===== src/rtl/div32by16_seq_if.sv =====
// div32by16_seq_if
//   Operand/result handshake bundle for the sequential 32/16 signed divider.
//   master : the side that supplies operands and consumes results.
//   slave  : the divider itself.
//   Signals:
//     in_valid / in_ready          operand handshake
//     dividend [DW-1:0]            signed dividend
//     divisor  [VW-1:0]            signed divisor
//     out_valid / out_ready        result handshake
//     quotient [DW-1:0]            signed quotient, truncated toward zero
//     remainder[VW-1:0]            signed remainder, sign follows dividend
//     div_by_zero, overflow        result status flags
interface div32by16_seq_if #(
  parameter int DW = 32,
  parameter int VW = 16
);
  logic          in_valid;
  logic          in_ready;
  logic [DW-1:0] dividend;
  logic [VW-1:0] divisor;
  logic          out_valid;
  logic          out_ready;
  logic [DW-1:0] quotient;
  logic [VW-1:0] remainder;
  logic          div_by_zero;
  logic          overflow;

  modport master (
    output in_valid, dividend, divisor, out_ready,
    input  in_ready, out_valid, quotient, remainder, div_by_zero, overflow
  );

  modport slave (
    input  in_valid, dividend, divisor, out_ready,
    output in_ready, out_valid, quotient, remainder, div_by_zero, overflow
  );
endinterface


===== src/rtl/div32by16_seq.sv =====
// div32by16_seq
//   Sequential signed divider: 32-bit dividend / 16-bit divisor, producing a
//   quotient truncated toward zero and a remainder whose sign follows the
//   dividend. Operands are converted to magnitudes, divided with a bit-serial
//   restoring algorithm (MSB first), and the signs are re-applied at the end.
//   Divide-by-zero saturates the quotient toward the dividend's sign and
//   returns the low dividend bits as remainder; -2^31 / -1 saturates to
//   SAT_POS with overflow set.
//
//   Optional build macro DIV_RADIX4_EN: retire two quotient bits per cycle
//   (two cascaded trial subtractions), halving the iteration count. Results
//   are identical to the one-bit-per-cycle build.
//
//   Ports:
//     nvdla_core_clk  clock, rising edge
//     nvdla_core_rst  asynchronous active-high reset
//     bus             div32by16_seq_if.slave (operand and result handshakes)
module div32by16_seq #(
  parameter int            DW      = 32,
  parameter int            VW      = 16,
  parameter logic [DW-1:0] SAT_POS = 32'h7FFFFFFF,
  parameter logic [DW-1:0] SAT_NEG = 32'h80000000
) (
  input logic              nvdla_core_clk,
  input logic              nvdla_core_rst,
  div32by16_seq_if.slave   bus
);

`ifdef DIV_RADIX4_EN
  localparam int STEPS = 2;
`else
  localparam int STEPS = 1;
`endif

  localparam int            CW       = $clog2(DW + 1);
  localparam logic [CW-1:0] CNT_LOAD = CW'(DW / STEPS);
  localparam logic [DW-1:0] DVD_MIN  = {1'b1, {(DW-1){1'b0}}};

  localparam logic [2:0] IDLE = 3'd0;
  localparam logic [2:0] NORM = 3'd1;
  localparam logic [2:0] CALC = 3'd2;
  localparam logic [2:0] SIGN = 3'd3;
  localparam logic [2:0] DONE = 3'd4;

  logic [2:0]    state_reg, state_next;
  logic [DW-1:0] dividend_reg;
  logic [VW-1:0] divisor_reg;
  logic [DW-1:0] q_reg;          // dividend magnitude shifting out, quotient bits shifting in
  logic [VW-1:0] rem_reg;        // partial remainder, always < |divisor|
  logic [VW-1:0] dmag_reg;       // |divisor|; 0x8000 is the magnitude of -32768
  logic          sq_reg, sr_reg;
  logic [CW-1:0] cnt_reg;
  logic [DW-1:0] quotient_reg;
  logic [VW-1:0] remainder_reg;
  logic          dbz_reg, ovf_reg;

  logic [DW-1:0] dvd_mag;
  logic [VW-1:0] dvs_mag;

  // Unary minus of the most negative value wraps to itself, which read as
  // unsigned is exactly the required magnitude.
  assign dvd_mag = dividend_reg[DW-1] ? -dividend_reg : dividend_reg;
  assign dvs_mag = divisor_reg[VW-1]  ? -divisor_reg  : divisor_reg;

  // Restoring-division stages, chained combinationally; one stage per
  // quotient bit retired in a CALC cycle.
  logic [VW-1:0] rem_chain [0:STEPS];
  logic [DW-1:0] q_chain   [0:STEPS];

  assign rem_chain[0] = rem_reg;
  assign q_chain[0]   = q_reg;

  genvar gi;
  generate
    for (gi = 0; gi < STEPS; gi++) begin : g_step
      logic [VW:0] shifted;
      logic        ge;
      // Bring the next dividend bit into the partial remainder, then keep
      // the trial difference only when it does not go negative.
      assign shifted          = {rem_chain[gi], q_chain[gi][DW-1]};
      assign ge               = (shifted >= {1'b0, dmag_reg});
      assign rem_chain[gi+1]  = ge ? VW'(shifted - {1'b0, dmag_reg}) : shifted[VW-1:0];
      assign q_chain[gi+1]    = {q_chain[gi][DW-2:0], ge};
    end
  endgenerate

  always_comb begin
    state_next = state_reg;
    case (state_reg)
      IDLE:    if (bus.in_valid) state_next = NORM;
      NORM:    state_next = (divisor_reg == '0) ? SIGN : CALC;
      CALC:    if (cnt_reg == CW'(1)) state_next = SIGN;
      SIGN:    state_next = DONE;
      DONE:    if (bus.out_ready) state_next = IDLE;
      default: state_next = IDLE;
    endcase
  end

  always_ff @(posedge nvdla_core_clk or posedge nvdla_core_rst) begin
    if (nvdla_core_rst) begin
      state_reg     <= IDLE;
      dividend_reg  <= '0;
      divisor_reg   <= '0;
      q_reg         <= '0;
      rem_reg       <= '0;
      dmag_reg      <= '0;
      sq_reg        <= 1'b0;
      sr_reg        <= 1'b0;
      cnt_reg       <= '0;
      quotient_reg  <= '0;
      remainder_reg <= '0;
      dbz_reg       <= 1'b0;
      ovf_reg       <= 1'b0;
    end else begin
      state_reg <= state_next;
      case (state_reg)
        IDLE: begin
          if (bus.in_valid) begin
            dividend_reg <= bus.dividend;
            divisor_reg  <= bus.divisor;
          end
        end
        NORM: begin
          q_reg    <= dvd_mag;
          dmag_reg <= dvs_mag;
          rem_reg  <= '0;
          sq_reg   <= dividend_reg[DW-1] ^ divisor_reg[VW-1];
          sr_reg   <= dividend_reg[DW-1];
          cnt_reg  <= CNT_LOAD;
        end
        CALC: begin
          q_reg   <= q_chain[STEPS];
          rem_reg <= rem_chain[STEPS];
          cnt_reg <= cnt_reg - CW'(1);
        end
        SIGN: begin
          if (divisor_reg == '0) begin
            quotient_reg  <= dividend_reg[DW-1] ? SAT_NEG : SAT_POS;
            remainder_reg <= dividend_reg[VW-1:0];
            dbz_reg       <= 1'b1;
            ovf_reg       <= 1'b0;
          end else if ((dividend_reg == DVD_MIN) && (divisor_reg == '1)) begin
            // +2^31 is not representable; the magnitude path would wrap.
            quotient_reg  <= SAT_POS;
            remainder_reg <= '0;
            dbz_reg       <= 1'b0;
            ovf_reg       <= 1'b1;
          end else begin
            quotient_reg  <= sq_reg ? -q_reg : q_reg;
            remainder_reg <= sr_reg ? -rem_reg : rem_reg;
            dbz_reg       <= 1'b0;
            ovf_reg       <= 1'b0;
          end
        end
        default: ;
      endcase
    end
  end

  assign bus.in_ready    = (state_reg == IDLE);
  assign bus.out_valid   = (state_reg == DONE);
  assign bus.quotient    = quotient_reg;
  assign bus.remainder   = remainder_reg;
  assign bus.div_by_zero = dbz_reg;
  assign bus.overflow    = ovf_reg;

endmodule

===== src/flat_wrapper.sv =====
// flat-port wrapper written by rule: the top's interface ports become plain ports
module div32by16_seq_flat 
#(
  parameter int            DW      = 32,
  parameter int            VW      = 16,
  parameter logic [DW-1:0] SAT_POS = 32'h7FFFFFFF,
  parameter logic [DW-1:0] SAT_NEG = 32'h80000000
)
  (nvdla_core_clk, nvdla_core_rst, bus_in_valid, bus_dividend, bus_divisor, bus_out_ready, bus_in_ready, bus_out_valid, bus_quotient, bus_remainder, bus_div_by_zero, bus_overflow);
  div32by16_seq_if #(.DW(DW), .VW(VW)) bus_i ();
  input logic nvdla_core_clk;
  input logic nvdla_core_rst;
  input wire logic [$bits(bus_i.in_valid)-1:0] bus_in_valid;
  input wire logic [$bits(bus_i.dividend)-1:0] bus_dividend;
  input wire logic [$bits(bus_i.divisor)-1:0] bus_divisor;
  input wire logic [$bits(bus_i.out_ready)-1:0] bus_out_ready;
  output wire logic [$bits(bus_i.in_ready)-1:0] bus_in_ready;
  output wire logic [$bits(bus_i.out_valid)-1:0] bus_out_valid;
  output wire logic [$bits(bus_i.quotient)-1:0] bus_quotient;
  output wire logic [$bits(bus_i.remainder)-1:0] bus_remainder;
  output wire logic [$bits(bus_i.div_by_zero)-1:0] bus_div_by_zero;
  output wire logic [$bits(bus_i.overflow)-1:0] bus_overflow;
  assign bus_i.in_valid = bus_in_valid;
  assign bus_i.dividend = bus_dividend;
  assign bus_i.divisor = bus_divisor;
  assign bus_i.out_ready = bus_out_ready;
  assign bus_in_ready = bus_i.in_ready;
  assign bus_out_valid = bus_i.out_valid;
  assign bus_quotient = bus_i.quotient;
  assign bus_remainder = bus_i.remainder;
  assign bus_div_by_zero = bus_i.div_by_zero;
  assign bus_overflow = bus_i.overflow;
  div32by16_seq #(.DW(DW), .VW(VW), .SAT_POS(SAT_POS), .SAT_NEG(SAT_NEG)) u_core (.nvdla_core_clk(nvdla_core_clk), .nvdla_core_rst(nvdla_core_rst), .bus(bus_i));
endmodule

===== config.mk =====
export PLATFORM = sky130hd
export DESIGN_NAME = div32by16_seq_flat
export DESIGN_NICKNAME = d
export VERILOG_FILES = /design/src/rtl/div32by16_seq_if.sv /design/src/rtl/div32by16_seq.sv /design/src/flat_wrapper.sv
export SDC_FILE = /design/constraint.sdc
export NUM_CORES = 1
export LEC_CHECK = 0
export ABC_AREA = 1
export BUFFER_PORTS_ARGS = -buffer_cell sky130_fd_sc_hd__buf_2
export CAP_MARGIN = 10
export CORE_ASPECT_RATIO = 1.1
export CORE_MARGIN = 10
export CORE_UTILIZATION = 35
export DETAILED_ROUTE_END_ITERATION = 16
export RECOVER_POWER = 50
export SYNTH_ARGS = -nofsm -noshare
export SYNTH_HDL_FRONTEND = slang
export SYNTH_SLANG_ARGS = --single-unit
export TNS_END_PERCENT = 5

===== constraint.sdc =====
create_clock -name nvdla_core_clk -period 5.3 [get_ports nvdla_core_clk]
set_input_delay 1.06 -clock nvdla_core_clk [delete_from_list [all_inputs] [get_ports nvdla_core_clk]]
set_output_delay 1.06 -clock nvdla_core_clk [all_outputs]
set_load 0.03 [all_outputs]

* After elaboration in Yosys (flattened, before gate mapping)
Index checks and enable logic that the tools add are counted.
** Storage, ports and cells
- Input port bits :: 52
- Output and inout bits :: 52
- Logic and storage cells :: 58
- Register bits after elaboration :: 173
** Cells by class
- Multiplexer cells :: 21
- Equality and inequality tests :: 10
- $add $sub $neg :: 6
- Bitwise operators :: 1
- Reductions and logical operators :: 6
- Magnitude comparators :: 1
** Operators with widths (number)
- $mux 32 :: 5
- $mux 16 :: 5
- $neg 32->32 :: 2
- $pmux 32 s2 :: 1
- $eq 32x32->1 const B :: 1
- $neg 16->16 :: 2
- $pmux 16 s2 :: 1
- $ge 17x16->1 :: 1
- $eq 16x16->1 const B :: 1
- $logic_not 16->1 :: 1
- $sub 16x16->16 :: 1
- $pmux 3 s5 :: 1
- $pmux 6 s2 :: 1
- $mux 3 :: 3
- $eq 3x2->1 const B :: 2
- $eq 6x1->1 const B :: 1
- $sub 6x1->6 const B :: 1
- $mux 1 :: 4
- $ne 2x2->1 const B :: 2
- $eq 3x1->1 const B :: 1
- $eq 3x3->1 const B :: 1
- $logic_not 3->1 :: 1
- $reduce_and 3->1 :: 1
- $ne 2x1->1 const B :: 1
- 4 further kinds :: 4

* Depth between registers and ports, before layout
Gate-level depths: netlist of the first run.
- Word-level depth :: 4
- Depth in mapped cells :: 15
- Depth with buffers taken out :: 15

* Worst setup path after synthesis of the first run
OpenSTA, ideal clock, no wires.
- Path kind :: flip-flop to output port
- Start :: register u_core.state_reg[2]
- End :: output port bus_out_valid
- Arrival :: 1.229 ns
- Stages on the path, launching flop included :: 3
- Setup slack :: 3.011 ns
- Data required time :: 4.240 ns
- Path buffers :: 0
- Cell sequence :: dfrtp_1 inv_1 nor3_1
** On the way
- Cells in the longest elaborated chain, start to end :: 1
** RTL lines
- start, declared :: RTL line div32by16_seq.sv:45 : logic [2:0] state_reg, state_next;
- start signal, assigned :: RTL line div32by16_seq.sv:115 : state_reg <= state_next;
- $eq 3x3->1 :: RTL line div32by16_seq.sv:161 : assign bus.out_valid = (state_reg == DONE);
- end, declared :: RTL line flat_wrapper.sv:18 : output wire logic [$bits(bus_i.out_valid)-1:0] bus_out_valid;
No other way between the ends.

* Worst setup path in the final report of the first run
- Start :: register u_core.state_reg[0]
- End :: register u_core.q_reg[4]
** On the way
- Cells in the longest elaborated chain, start to end :: 2
- Elaborated cells between the ends (all ways) :: 4
- Classes of those cells :: eq/ne (2); mux (1); reduce/logical (1)
** RTL lines
- $eq 3x2->1 / $eq 3x1->1 (equally long branches) :: RTL line div32by16_seq.sv:116 : case (state_reg)
- $pmux 32 s2 / $reduce_bool 2->1 (equally long branches)
- end signal, assigned :: RTL line div32by16_seq.sv:124 : q_reg <= dvd_mag;
- end signal, assigned :: RTL line div32by16_seq.sv:132 : q_reg <= q_chain[STEPS];
- end, declared :: RTL line div32by16_seq.sv:48 : logic [DW-1:0] q_reg;
Several ways; a longest one is shown, not always the timed one.
A chain may end at the register's enable or synchronous reset.

==> results.md, run 1 <==
- Outcome: finished, violations left
- Distinct cells, synth: 46
- Fillers: between 3k and 4k
- Syn nets: about 1.5k
- Final HPWL from detailed placement: between 20000 and 25000 microns
- Initial antenna violation count: 0
- Failing checks: max-capacitance violations, max-slew violations
- Fmax achieved: roughly 310 MHz
- Maximum clock path buffer count: 2
- Cell family with most CP delay: buffers and inverters
- Max-Cap Viols: 3
- Rows: 67
- Syn. warnings: 0
- WL per Instance: approximately 16 microns
- Slowest stage cell, crit path: inv_1
- Resized cells post-CTS: 0
- Hold Vio Cnt, Final: 0
- Vias in the first global route: ~9.7k
- Largest net degree at the start of global routing: approximately 140
- Die H: just over 200 microns
- Leakage: 5.98 nW
- Post-CTS setup buffers: 0
- DR vias: just under 10k
- Cell chosen for the clock root: clkbuf_16
- CTS tree: done
- CTS buffer count: 17
- Clk_skew: 0.0114 ns
- Remaining global-route overflow: 0
- GR Util All Layers: 16.7%
- Clock latency on the worst-skew pair: around 0.43 ns
- Critical path class: reg2reg
- P&R area growth vs syn: 12.2%
- Clock sinks: around 170
- Relative slew slack: -13.4%
- Starting Density: between 30% and 40%
- Synthesized flop and latch total: 173
- DRC errors left: 0
- Endpoints failing setup: 0
- Post-synth top area share: 40.5%
- Ys flop type: dfrtp_1
- Die Wd: about 190 microns
- CP Capture Type: flop
- Most frequent cells in the layout: 393 x nand2_1, 173 x dfrtp_1, 154 x nor2_1
- Pwr Density: between 700 and 800 nW/um^2
- Slew of the pin with the lowest slew margin: ~1.7 ns
- Synth area leaders: dfrtp_1 40%, nand2_1 14%, nand3_1 6.8%
- Crit Path Max Fanout: 40
- Max-slew violations: 86
- Synthesized instance count: 1446
- Vias per cell: around 5.0
- CTS hold repair buffers: 0
- Register area: 4330 sq um
- Syn Area/Cell: approximately 7.4 sq um
- Setup TNS: 0 ns
- Worst min-delay path class: reg2reg
- First-pass GRT wire length: ~52000 microns
- Seq/Total Area, Yosys: about two fifths
- Final ANT Viol Nets: 0
- Crit path time final: ~3.2 ns
- Final core utilization: between 30% and 40%
- Critical Path, Cell by Cell: inv_1 -> nor3_1 -> inv_1 -> nand2_2 -> inv_2 -> nand2_1 -> o221ai_1
- Most common library cell in the layout ignoring fill and taps: nand2_1
- GPL Wtd Cong: just under 0.9
- Initial DRC Count: just under 700
- Worst setup SP type: flop
- Area of the multi-input gates: between 5000 and 6000 sq um
- Synth Cell Area: approximately 11000 sq um
- H-tree lvl count: 4
- Cell accounting for the most synthesized area: dfrtp_1
- Die Footprint: roughly 38000 sq um
- Fin crit share: roughly three fifths
- Worst EP arrival: about 3.5 ns
- 1st-pass router iterations: 5
- Post-synthesis async set-or-reset flop share: 100%
- I/O pin cnt: 104
- Routed WL: about 32000 microns
- Core area: slightly above 30000 sq um
- Maximum vdd ir drop: approximately 0.23 mV
- Diodes inserted: 0
- Post-synth EDFFs: 0
- # nets final: approximately 1.6k
- RSZ-0062 raised after global routing: false
- CP most frequent cell: inv_1
- Worst path required time: between 5 and 6 ns
- Crit-path max cell delay: ~0.95 ns
- Clock-pin slew on the worst setup and hold paths: 0.07 ns
- Share of cells above drive strength 1: 9.99%
- I/O Buffers: between 100 and 150
- WP buf/inv: 3
-- path summary, 6_finish.rpt --
kind | slack [ns] | end | cells after the start | startpoint
worst max register to register | 2.12 | u_core.q_reg[4] | 7 | u_core.state_reg[0]
worst max-delay path | 2.12 | u_core.q_reg[4] | 7 | u_core.state_reg[0]
min in group asynchronous | 0.96 | u_core.bus.quotient[4] | 2 | nvdla_core_rst
max in group asynchronous | 2.96 | u_core.q_reg[10] | 3 | nvdla_core_rst
worst min-delay path | 0.48 | u_core.bus.quotient[29] | 2 | u_core.bus.quotient[29]
worst min register to register | 0.48 | u_core.bus.quotient[29] | 2 | u_core.bus.quotient[29]
-- worst reg2reg max path, stage by stage, from the launching register on --
cell	delay, ns
dfrtp_1	0.45
inv_1	0.16
nor3_1	0.08
inv_1	0.95
nand2_2	0.61
inv_2	0.62
nand2_1	0.11
o221ai_1	0.10
-- cells in the mapped netlist, types with 21 or more instances --
library cell and instances:
nand3_1 145, o21ai_0 47, inv_1 147, xor2_1 46, nor2_1 154, dfrtp_1 173, buf_2 26, ha_1 23
a21oi_1 67, o21ai_2 21, nand2_1 393, nand4_1 22
-- routing by layer --
metal / GRT usage [%] / up-vias / share of wire (%)
li1: - / 4870 / -
met1: 20.3 / 4532 / 44
met2: 29.0 / 198 / 49
met3: 2.80 / 47 / 4.0
met4: 6.20 / 0 / 2.7
met5: 0 / - / 0
-- kinds of logic after synthesis --
kind of cell / Yosys count / synth area share (%)
AO/OA/AOI/OAI: 215 / 12.5
XOR/XNOR: 56 / 4.58
adder cells (fa/ha/maj): 24 / 2.88
buffers and inverters: 216 / 8.41
flip-flops: 173 / 40.5
multiplexers: 9 / 0.947
AND/OR/NAND/NOR: 753 / 30.2
-- layout make-up --
cell class | count | area share, %
clock buffers | 22 | 4.03
inverters | 162 | 5.08
multi-input cells | 1057 | 45.4
well taps | 414 | 4.31
repair buffers | 108 | 4.20
clock inverters | 10 | 0.938
flip-flops and latches | 173 | 36.1
-- report_power, final --
group | switching, mW | total [mW] | internal [mW] | leakage [nW]
combinational | 3.14 | 4.67 | 1.53 | 3.58
clock | 0.539 | 1.28 | 0.744 | 0.292
sequential | 0.651 | 2.58 | 1.93 | 2.11
-- metrics by stage --
stage	setup slack [ns]	hold slack (ns)	total power, mW	cells	instance area, sq um
final	2.12	0.477	8.53	1946	12000
after global routing	1.68	0.492	9.34	1946	12000
after global placement	2.65	0.458	7.25	1914	11500
after detailed placement	2.57	0.460	7.32	1914	11500
after floorplan	2.03	0.449	6.07	1446	10700
after CTS	2.53	0.477	8.63	1946	12100
Note: power is estimated with default switching activity, not from simulation.
==> inputs of run 2 (changes only) <==
Clock period 5.3 ns to 2.82 ns, I/O delays scaled along.
==> run 2 against run 1 <==
  * The run still ends with max-capacitance violations, max-slew violations left
  * First-iteration DRC count up 44%
  * Worst hold slack lost 0.22 ns
  * Final area grew 1.7%
  * Total power rose by 92%
  * Clock skew increased by 0.0033 ns
  * Critical path depth is 4 higher
  * Combinational power grew 94%
  * Die area unchanged
  * Cell count grew 0.87%
==> results.md, run 2 (synthesized netlist as in run 1, its figures left out) <==
- Outcome: finished, violations left (unchanged)
- Failing checks: max-capacitance violations, max-slew violations (unchanged)
- Die Footprint: 38000 sq um (unchanged)
- Clock sinks: 173 (unchanged)
- GR met1 Demand/Resource: 21.6% (was 20.3%)
- Setup TNS: 0 ns (unchanged)
- Share of cells above drive strength 1: 12.8% (was 9.99%)
- Post-CTS setup buffers: 0 (unchanged)
- WL per Instance: 16.5 microns (was 16.4 microns)
- Met3 Resource Use GR: 2.48% (was 2.80%)
- Min Hold Slack: 0.260 ns (was 0.477 ns)
- GR Util All Layers: 17.0% (was 16.7%)
- CTS tree: done (unchanged)
- I/O pin cnt: 104 (unchanged)
- Maximum clock path buffer count: 2 (unchanged)
- CTS buffer count: 17 (unchanged)
- Vias in the first global route: 9693 (was 9711)
- Clock-pin slew on the worst setup and hold paths: 0.07 ns (about the same)
- Starting Density: 35.3% (unchanged)
- Crit Path Max Fanout: 23 (was 40)
- Pwr Density: 1340 nW/um^2 (was 711 nW/um^2)
- Leakage: 6.19 nW (was 5.98 nW)
- Clock latency on the worst-skew pair: 0.44 ns (was 0.43 ns)
- Die Wd: 187 microns (unchanged)
- Final cell count without fillers: 1963 (was 1946)
- H-tree lvl count: 4 (unchanged)
- Initial antenna violation count: 0 (unchanged)
- Remaining global-route overflow: 0 (unchanged)
- Resized cells post-CTS: 0 (unchanged)
- Final core utilization: 40.2% (was 39.6%)
- Relative slew slack: -1.79% (was -13.4%)
- Reg2Reg Depth: 11 (was 7)
- Critical path class: reg2reg (unchanged)
- Worst min-delay path class: in2async (was reg2reg)
- Fin crit share: 88.2% (was 60.1%)
- Max-Cap Viols: 1 (was 3)
- CP Capture Type: flop (unchanged)
- Largest net degree at the start of global routing: 61 (was 142)
- Most common library cell in the layout ignoring fill and taps: nand2_1 (unchanged)
- Worst path required time: 3.19 ns (was 5.62 ns)
- DRC errors left: 0 (unchanged)
- Diodes inserted: 0 (unchanged)
- Vias per cell: 5.00 (was 4.96)
- Routed WL: 32300 microns (was 31900 microns)
- 1st-pass router iterations: 5 (unchanged)
- Fillers: 3248 (was 3288)
- GPL Wtd Cong: 0.908 (was 0.886)
- CTS hold repair buffers: 0 (unchanged)
- RSZ-0062 raised after global routing: false (unchanged)
- Fmax achieved: 402 MHz (was 314 MHz)
- Hold Vio Cnt, Final: 0 (unchanged)
- Cell chosen for the clock root: clkbuf_16 (unchanged)
- Global routing's busiest layer: met2 (unchanged)
- Final ANT Viol Nets: 0 (unchanged)
- Crit path time final: 2.49 ns (was 3.18 ns)
- Core area: 30300 sq um (unchanged)
- DR vias: 9817 (was 9647)
- I/O Buffers: 103 (unchanged)
- # nets final: 1612 (was 1595)
- Endpoints failing setup: 0 (unchanged)
- Slew of the pin with the lowest slew margin: 1.53 ns (was 1.70 ns)
- Worst setup SP type: flop (unchanged)
- Clk_skew: 0.0147 ns (was 0.0114 ns)
- Worst EP arrival: 2.86 ns (was 3.51 ns)
- GR Layer Usage met2: 29.5% (was 29.0%)
- Rows: 67 (unchanged)
- Initial DRC Count: 979 (was 679)
- Most frequent cells in the layout: 393 x nand2_1, 173 x dfrtp_1, 154 x nor2_1 (unchanged)
- Maximum vdd ir drop: 0.457 mV (was 0.232 mV)
- Max-slew violations: 61 (was 86)
- Die H: 203 microns (unchanged)
- DP Cell Count: 1931 (was 1914)
- P&R area growth vs syn: 14.1% (was 12.2%)
- Final HPWL from detailed placement: 25100 microns (was 24300 microns)
- First-pass GRT wire length: 52700 microns (was 51800 microns)
run 2: cell types whose count changed in the layout (fill, tap and decap cells not counted), sizes merged:
cell,change
buf,+40
bufinv,+1
clkinv,-1
clkbuf,-28
inv,+4
dlymetal6s4s,+1
run 2: worst max-delay path, stage by stage, from the launching register on:
cell     delay [ns]
dfrtp_1        0.40
inv_1          0.17
ha_1           0.22
nand3_1        0.12
nor2_2         0.26
nand4_2        0.21
nor2_2         0.28
inv_2          0.08
nand2_2        0.07
buf_4          0.33
o21ai_0        0.17
nand2_1        0.11
run 2: layer usage:
layer  routed length [microns]  share of wire, %  vias to the layer above
li1                          -                 -                     4916
met1                     14500                45                     4605
met2                     15900                49                      256
met3                      1330               4.1                       40
met4                       617               1.9                        0
met5                         0                 0                        -
run 2: metrics by stage:
step / setup slack (ns) / cell area [sq um] / total power [mW]
detailed placement: 0.348 / 11700 / 14.0
floorplan: 0.0453 / 10700 / 11.4
finish: 0.333 / 12200 / 16.4
global route: 0.127 / 12200 / 17.9
CTS: 0.324 / 12300 / 16.6
global placement: 0.344 / 11700 / 13.9
run 2: worst paths after layout:
| check | from | to | slack [ns] |
|---|---|---|---|
| max in group asynchronous | nvdla_core_rst | u_core.dividend_reg[18] | 0.61 |
| worst min register to register | u_core.bus.quotient[16] | u_core.bus.quotient[16] | 0.47 |
| min in group nvdla_core_clk | bus_divisor[4] | u_core.divisor_reg[4] | 0.35 |
| worst min-delay path | nvdla_core_rst | u_core.bus.remainder[6] | 0.26 |
| worst max register to register | u_core.dividend_reg[0] | u_core.bus.quotient[24] | 0.33 |
| worst max-delay path | u_core.dividend_reg[0] | u_core.bus.quotient[24] | 0.33 |
run 2: layout make-up:
class / count / area [sq um] / share of cell area (%)
Clock buffer: 18 / 439 / 3.60
Timing Repair Buffer: 125 / 659 / 5.40
Multi-Input combinational cell: 1057 / 5470 / 44.8
Tap cell: 414 / 518 / 4.24
Inverter: 162 / 609 / 4.99
Clock inverter: 14 / 181 / 1.49
Sequential cell: 173 / 4330 / 35.5
run 2: power breakdown:
part | leakage, nW | internal [mW] | switching [mW]
Combinational | 3.78 | 3.01 | 6.07
Clock | 0.301 | 1.44 | 1.08
Sequential | 2.11 | 3.62 | 1.19
